## config.mk

```make
export PLATFORM = sky130hd
export DESIGN_NAME = rx_frame_deserializer
export DESIGN_NICKNAME = d
export VERILOG_FILES = /design/src/rtl/uart_rx_pkg.sv /design/src/rtl/rx_bit_counter.sv /design/src/rtl/rx_frame_deserializer.sv
export SDC_FILE = /design/constraint.sdc
export NUM_CORES = 1
export LEC_CHECK = 0
export CORE_UTILIZATION = 54
export DETAILED_ROUTE_END_ITERATION = 7
export PLACE_DENSITY_LB_ADDON = 0.05
export SLEW_MARGIN = 20
export SYNTH_ARGS = -nofsm -noshare
export SYNTH_HDL_FRONTEND = slang
export SYNTH_SLANG_ARGS = --single-unit
```

## constraint.sdc

```tcl
create_clock -name CLK -period 3.6 [get_ports CLK]
set_input_delay 0.72 -clock CLK [delete_from_list [all_inputs] [get_ports CLK]]
set_output_delay 0.72 -clock CLK [all_outputs]
set_load 0.05 [all_outputs]
```

## src/rtl/uart_rx_pkg.sv

```systemverilog
// Shared definitions for the UART receive path.
// Holds the deserializer state encoding and the clog2 helper used for counter widths.
package uart_rx_pkg;

  typedef enum logic {
    IDLE    = 1'b0,
    COLLECT = 1'b1
  } rx_state_e;

  function automatic int clog2(input int value);
    int r;
    r = 0;
    for (int i = 0; i < 31; i++) begin
      if ((1 << i) < value) r = i + 1;
    end
    return r;
  endfunction

endpackage

```

## src/rtl/rx_bit_counter.sv

```systemverilog
// Data-bit counter for one receive frame.
// Latches the clamped frame length on load and flags the terminal bit.
module rx_bit_counter
  import uart_rx_pkg::*;
#(
  parameter int MAX_WIDTH = 8,
  parameter int CNT_W     = clog2(MAX_WIDTH + 1)
) (
  input  logic             CLK,
  input  logic             RST,
  input  logic             clear,
  input  logic             load,
  input  logic             inc,
  input  logic [CNT_W-1:0] len_in,
  output logic [CNT_W-1:0] cnt,
  output logic [CNT_W-1:0] len,
  output logic             last
);

  localparam logic [CNT_W-1:0] MAX_LEN = CNT_W'(MAX_WIDTH);

  logic [CNT_W-1:0] len_clamped;

  // Zero and out-of-range lengths fall back to a full-width frame.
  always_comb begin
    len_clamped = len_in;
    if ((len_in == '0) || (len_in > MAX_LEN)) len_clamped = MAX_LEN;
  end

  always_ff @(posedge CLK or negedge RST) begin
    if (!RST) begin
      cnt <= '0;
      len <= MAX_LEN;
    end else if (clear) begin
      cnt <= '0;
    end else if (load) begin
      cnt <= '0;
      len <= len_clamped;
    end else if (inc) begin
      cnt <= cnt + CNT_W'(1);
    end
  end

  assign last = (cnt == (len - CNT_W'(1)));

endmodule

```

## src/rtl/rx_frame_deserializer.sv

```systemverilog
// Collects strobed receive bits into a parallel word with running parity.
// data_valid is a one-cycle pulse with no ready back-pressure; P_DATA and parity_acc stay stable until the next completed frame.
module rx_frame_deserializer
  import uart_rx_pkg::*;
#(
  parameter  int MAX_WIDTH = 8,
  localparam int CNT_W     = clog2(MAX_WIDTH + 1)
) (
  input  logic                 CLK,
  input  logic                 RST,
  input  logic                 enable,
  input  logic                 clear,
  input  logic                 bit_strobe,
  input  logic                 sampled_bit,
  input  logic [CNT_W-1:0]     data_len,
  input  logic                 msb_first,
  output logic [MAX_WIDTH-1:0] P_DATA,
  output logic                 data_valid,
  output logic                 parity_acc,
  output logic                 busy,
  output rx_state_e            state_dbg
);

  rx_state_e            state_q, state_d;
  logic [MAX_WIDTH-1:0] shift_q, shift_d, word_ins;
  logic                 par_q, par_d;
  logic                 msb_q, msb_d;
  logic                 cnt_load, cnt_inc, cnt_last, done;
  logic [CNT_W-1:0]     cnt, len;
  int                   idx;

  rx_bit_counter #(
    .MAX_WIDTH (MAX_WIDTH),
    .CNT_W     (CNT_W)
  ) u_bit_counter (
    .CLK    (CLK),
    .RST    (RST),
    .clear  (clear),
    .load   (cnt_load),
    .inc    (cnt_inc),
    .len_in (data_len),
    .cnt    (cnt),
    .len    (len),
    .last   (cnt_last)
  );

  // Shift register with the current sample dropped into its bit position.
  always_comb begin
    idx      = msb_q ? (int'(len) - int'(cnt) - 1) : int'(cnt);
    word_ins = shift_q;
    for (int i = 0; i < MAX_WIDTH; i++) begin
      if (idx == i) word_ins[i] = sampled_bit;
    end
  end

  always_comb begin
    state_d  = state_q;
    shift_d  = shift_q;
    par_d    = par_q;
    msb_d    = msb_q;
    cnt_load = 1'b0;
    cnt_inc  = 1'b0;
    done     = 1'b0;
    if (clear) begin
      state_d = IDLE;
      shift_d = '0;
      par_d   = 1'b0;
    end else begin
      case (state_q)
        IDLE: begin
          if (enable) begin
            state_d  = COLLECT;
            cnt_load = 1'b1;
            shift_d  = '0;
            par_d    = 1'b0;
            msb_d    = msb_first;
          end
        end
        COLLECT: begin
          if (!enable) begin
            state_d = IDLE;
          end else if (bit_strobe) begin
            cnt_inc = 1'b1;
            shift_d = word_ins;
            par_d   = par_q ^ sampled_bit;
            if (cnt_last) begin
              done    = 1'b1;
              state_d = IDLE;
            end
          end
        end
        default: state_d = IDLE;
      endcase
    end
  end

  always_ff @(posedge CLK or negedge RST) begin
    if (!RST) begin
      state_q    <= IDLE;
      shift_q    <= '0;
      par_q      <= 1'b0;
      msb_q      <= 1'b0;
      P_DATA     <= '0;
      parity_acc <= 1'b0;
      data_valid <= 1'b0;
    end else begin
      state_q    <= state_d;
      shift_q    <= shift_d;
      par_q      <= par_d;
      msb_q      <= msb_d;
      data_valid <= done;
      if (done) begin
        P_DATA     <= word_ins;
        parity_acc <= par_q ^ sampled_bit;
      end
    end
  end

  assign busy      = (state_q == COLLECT);
  assign state_dbg = state_q;

endmodule

```

==> results.py <==
metrics = {
    "placed_design": {
        "portBuffers": 22,
        "gp_congestion": 0.773,
        "numPlacedInstances": 258,
        "post-dp-hpwl_um": 2850,
        "dp_slack_ps": 858,
        "dpl_cell_area_um2": 2040,
    },
    "sta": {
        "tightest_slew_ps": 844,
        "setup_violations": 0,
        "fin_ws_ps": 802,
        "setup_tns_ps": 0,
        "rsz0062_at_grt": "no",
        "period_needed_ps": 2800,
        "fin_skew_ps": 12.3,
        "max_slew_margin_pct": 43.7,
        "timing.final.crit_share_pct": 77.7,
        "finalHoldViolCount": 0,
        "drv_slew": 0,
        "max_freq_ghz": 0.357,
    },
    "clock_network": {
        "cts_sinks": 29,
        "insertion_delay_ps": 320,
        "cts-hold-fix-buffers": 0,
        "cts.clk_slew.worst_paths_ps": 110,
        "cts_tree": "done",
        "cts_made_buffers": 5,
        "postCtsSetupRepairBufs": 0,
        "clockBufferDepth": 2,
        "htreeDepth": 2,
        "post_cts_resized": 0,
        "clockRootBuffer": "clkbuf_4",
    },
    "global_route": {
        "grt_pass1_vias": 1434,
        "grt_pass1_wl_um": 6420,
        "antenna_found_initial": 0,
        "overflow": 0,
        "grt_max_degree": 30,
        "grt.total_usage_pct": 24.4,
    },
    "critical_path": {
        "end_kind": "flop",
        "required_ps": 3800,
        "critPathMaxFanout": 7,
        "r2r_cells": 12,
        "cp-start-kind": "flop",
        "arrival_ps": 3000,
        "crit_type": "reg -> reg",
    },
    "yosys": {
        "ys_seq_area_share_pct": 40.1,
        "synth.distinct_cells": 42,
        "synth_area_per_cell_um2": 9.12,
        "yosys_most_used_dff": "dfrtp_1",
        "async_flop_share_pct": 100,
        "ys_warn_count": 0,
        "ys_ff_latch": 29,
        "syn_nets": 218,
        "syn_area_um2": 1810,
        "syn_inst": 199,
        "synth_edf_count": 0,
    },
    "pwr": {
        "switching_share_pct": 32.9,
        "pwr-share-clk_pct": 32.2,
        "switchingPower_uw": 344,
        "leakage_uw": 0.000914,
        "p_total_uw": 1050,
        "powerDensity_nw_per_um2": 488,
        "p_comb_share_pct": 32.0,
        "p_seq_share_pct": 35.8,
        "p_int_uw": 702,
        "vdd_drop_max_uv": 298,
    },
    "cells_and_area": {
        "num_antenna_cells": 0,
        "finish.net_count": 240,
        "nFillCells": 257,
        "finalInstanceArea_um2": 2140,
        "syn_to_final_growth_pct": 18.1,
        "layoutNonFillerInstCount": 266,
        "drive_gt1_share_pct": 9.46,
    },
    "routing": {
        "drtAntennaViolNets": 0,
        "drcViolationCount": 0,
        "vias_per_cell": 5.59,
        "routed_wl_um": 3830,
        "wl_per_cell_um": 14.4,
        "vias": 1487,
        "first_pass_iters": 4,
        "drtIter0Drc": 52,
    },
    "floorplanning": {
        "ios": 23,
        "fp.dieH_um": 60.0,
        "die_area_um2": 3600,
        "start_util_pct": 58.0,
        "rows": 20,
        "core_area_um2": 3130,
        "die_w_um": 60.0,
    },
    "run_status": {
        "status": "finished, final reports clean",
    },
    "hold_path": {
        "hold_class": "reg -> reg",
        "min_delay_path_depth": 1,
    },
    "run": {
        "cap_violations": 0,
    },
}
==> state kept, by name, indices dropped and copies added (netlist names) <==
| name | count |
|---|---|
| P_DATA | 8 |
| shift_q | 8 |
| u_bit_counter.cnt | 4 |
| u_bit_counter.len | 4 |
| busy | 1 |
| data_valid | 1 |
| msb_q | 1 |
| par_q | 1 |
| parity_acc | 1 |
==> layout by cell type, fill, tap and decap left out, types with 7 or more instances in the layout <==
master           Yosys  final
inv_1               15     15
nand2_1              9      9
ha_1                 7      7
a21oi_1             26     26
mux2i_1              9      9
o22ai_1              8      8
dfrtp_1             28     28
nand3_1              8      8
clkdlybuf4s50_1      0     22
nor2_1              18     18
o21ai_1             13     13
==> cells in the mapped netlist, types with 2 or more instances <==
| cell type | n | share of area, % |
|---|---|---|
| dfrtp_1 | 28 | 39 |
| a21oi_1 | 26 | 7.2 |
| nor2_1 | 18 | 3.7 |
| inv_1 | 15 | 3.1 |
| o21ai_1 | 13 | 3.6 |
| mux2i_1 | 9 | 5.0 |
| nand2_1 | 9 | 1.9 |
| nand3_1 | 8 | 2.2 |
| o22ai_1 | 8 | 2.8 |
| ha_1 | 7 | 4.8 |
| nor3_1 | 6 | 1.7 |
| xnor2_1 | 6 | 2.9 |
| o21ai_0 | 5 | 1.4 |
| nand3b_1 | 4 | 1.7 |
| buf_6 | 3 | 1.9 |
| clkbuf_1 | 3 | 0.62 |
| nand2b_1 | 3 | 1.0 |
| and2_1 | 2 | 0.69 |
| buf_4 | 2 | 0.83 |
| mux2i_2 | 2 | 1.5 |
==> power groups by stage <==
stage / sequential, µW / clock [µW] / combinational [µW]
6_report: 375 / 336 / 335
5_1_grt: 379 / 353 / 364
4_1_cts: 375 / 343 / 334
3_5_place_dp: 381 / 0 / 332
3_3_place_gp: 380 / 0 / 321
2_1_floorplan: 420 / 0 / 209
==> final cells by class <==
class                      instances  area [µm²]  area share, %
multi-input combinational        145         962           44.9
timing repair buffer              24         235           11.0
sequential                        29         727           33.9
clock inverter                     3        65.1           3.04
inverter                          16        60.1           2.80
tap                               44        55.1           2.57
clock buffer                       5        37.5           1.75
==> per-layer routing <==
metal | track usage, % | vias to the layer above | routed length (µm)
met5 | 0 | - | 0
met4 | 6.64 | 0 | 42
met3 | 5.41 | 4 | 90
met2 | 41.3 | 24 | 1980
met1 | 31.4 | 712 | 1720
li1 | - | 747 | -
==> kinds of logic after synthesis <==
kind of cell	synth area share (%)
compound gates	17.5
simple gates	15.7
flops	40.1
buf+inv	6.90
mux	7.72
xor+xnor	6.21
fa+ha+maj	5.93
==> per-stage QoR <==
| stage | utilization (%) | hold WS, ps |
|---|---|---|
| 6_report | 68.5 | 505 |
| 2_1_floorplan | - | 424 |
| 3_3_place_gp | 65.2 | 492 |
| 4_1_cts | 68.5 | 504 |
| 5_1_grt | 68.5 | 535 |
| 3_5_place_dp | 65.2 | 488 |
==> critical path, cell delays in order (launching register included) <==
cell and delay (ps):
dfrtp_1 400, inv_1 110, ha_1 180, inv_1 60
fa_1 520, inv_1 60, ha_1 260, nor3_1 230
o21ai_1 90, mux2i_2 270, o21ai_1 190, a21oi_1 200
o22ai_1 110
==> path summary, 6_finish.rpt <==
kind	start	endpoint	slack [ps]
worst max-delay path	u_bit_counter.len[0]	shift_q[3]	800
min in group asynchronous	RST	msb_q	770
worst max register to register	u_bit_counter.len[0]	shift_q[3]	800
max in group asynchronous	RST	u_bit_counter.len[3]	2520
worst min register to register	par_q	par_q	510
worst min-delay path	par_q	par_q	510
Note: power is estimated with default switching activity, not from simulation.
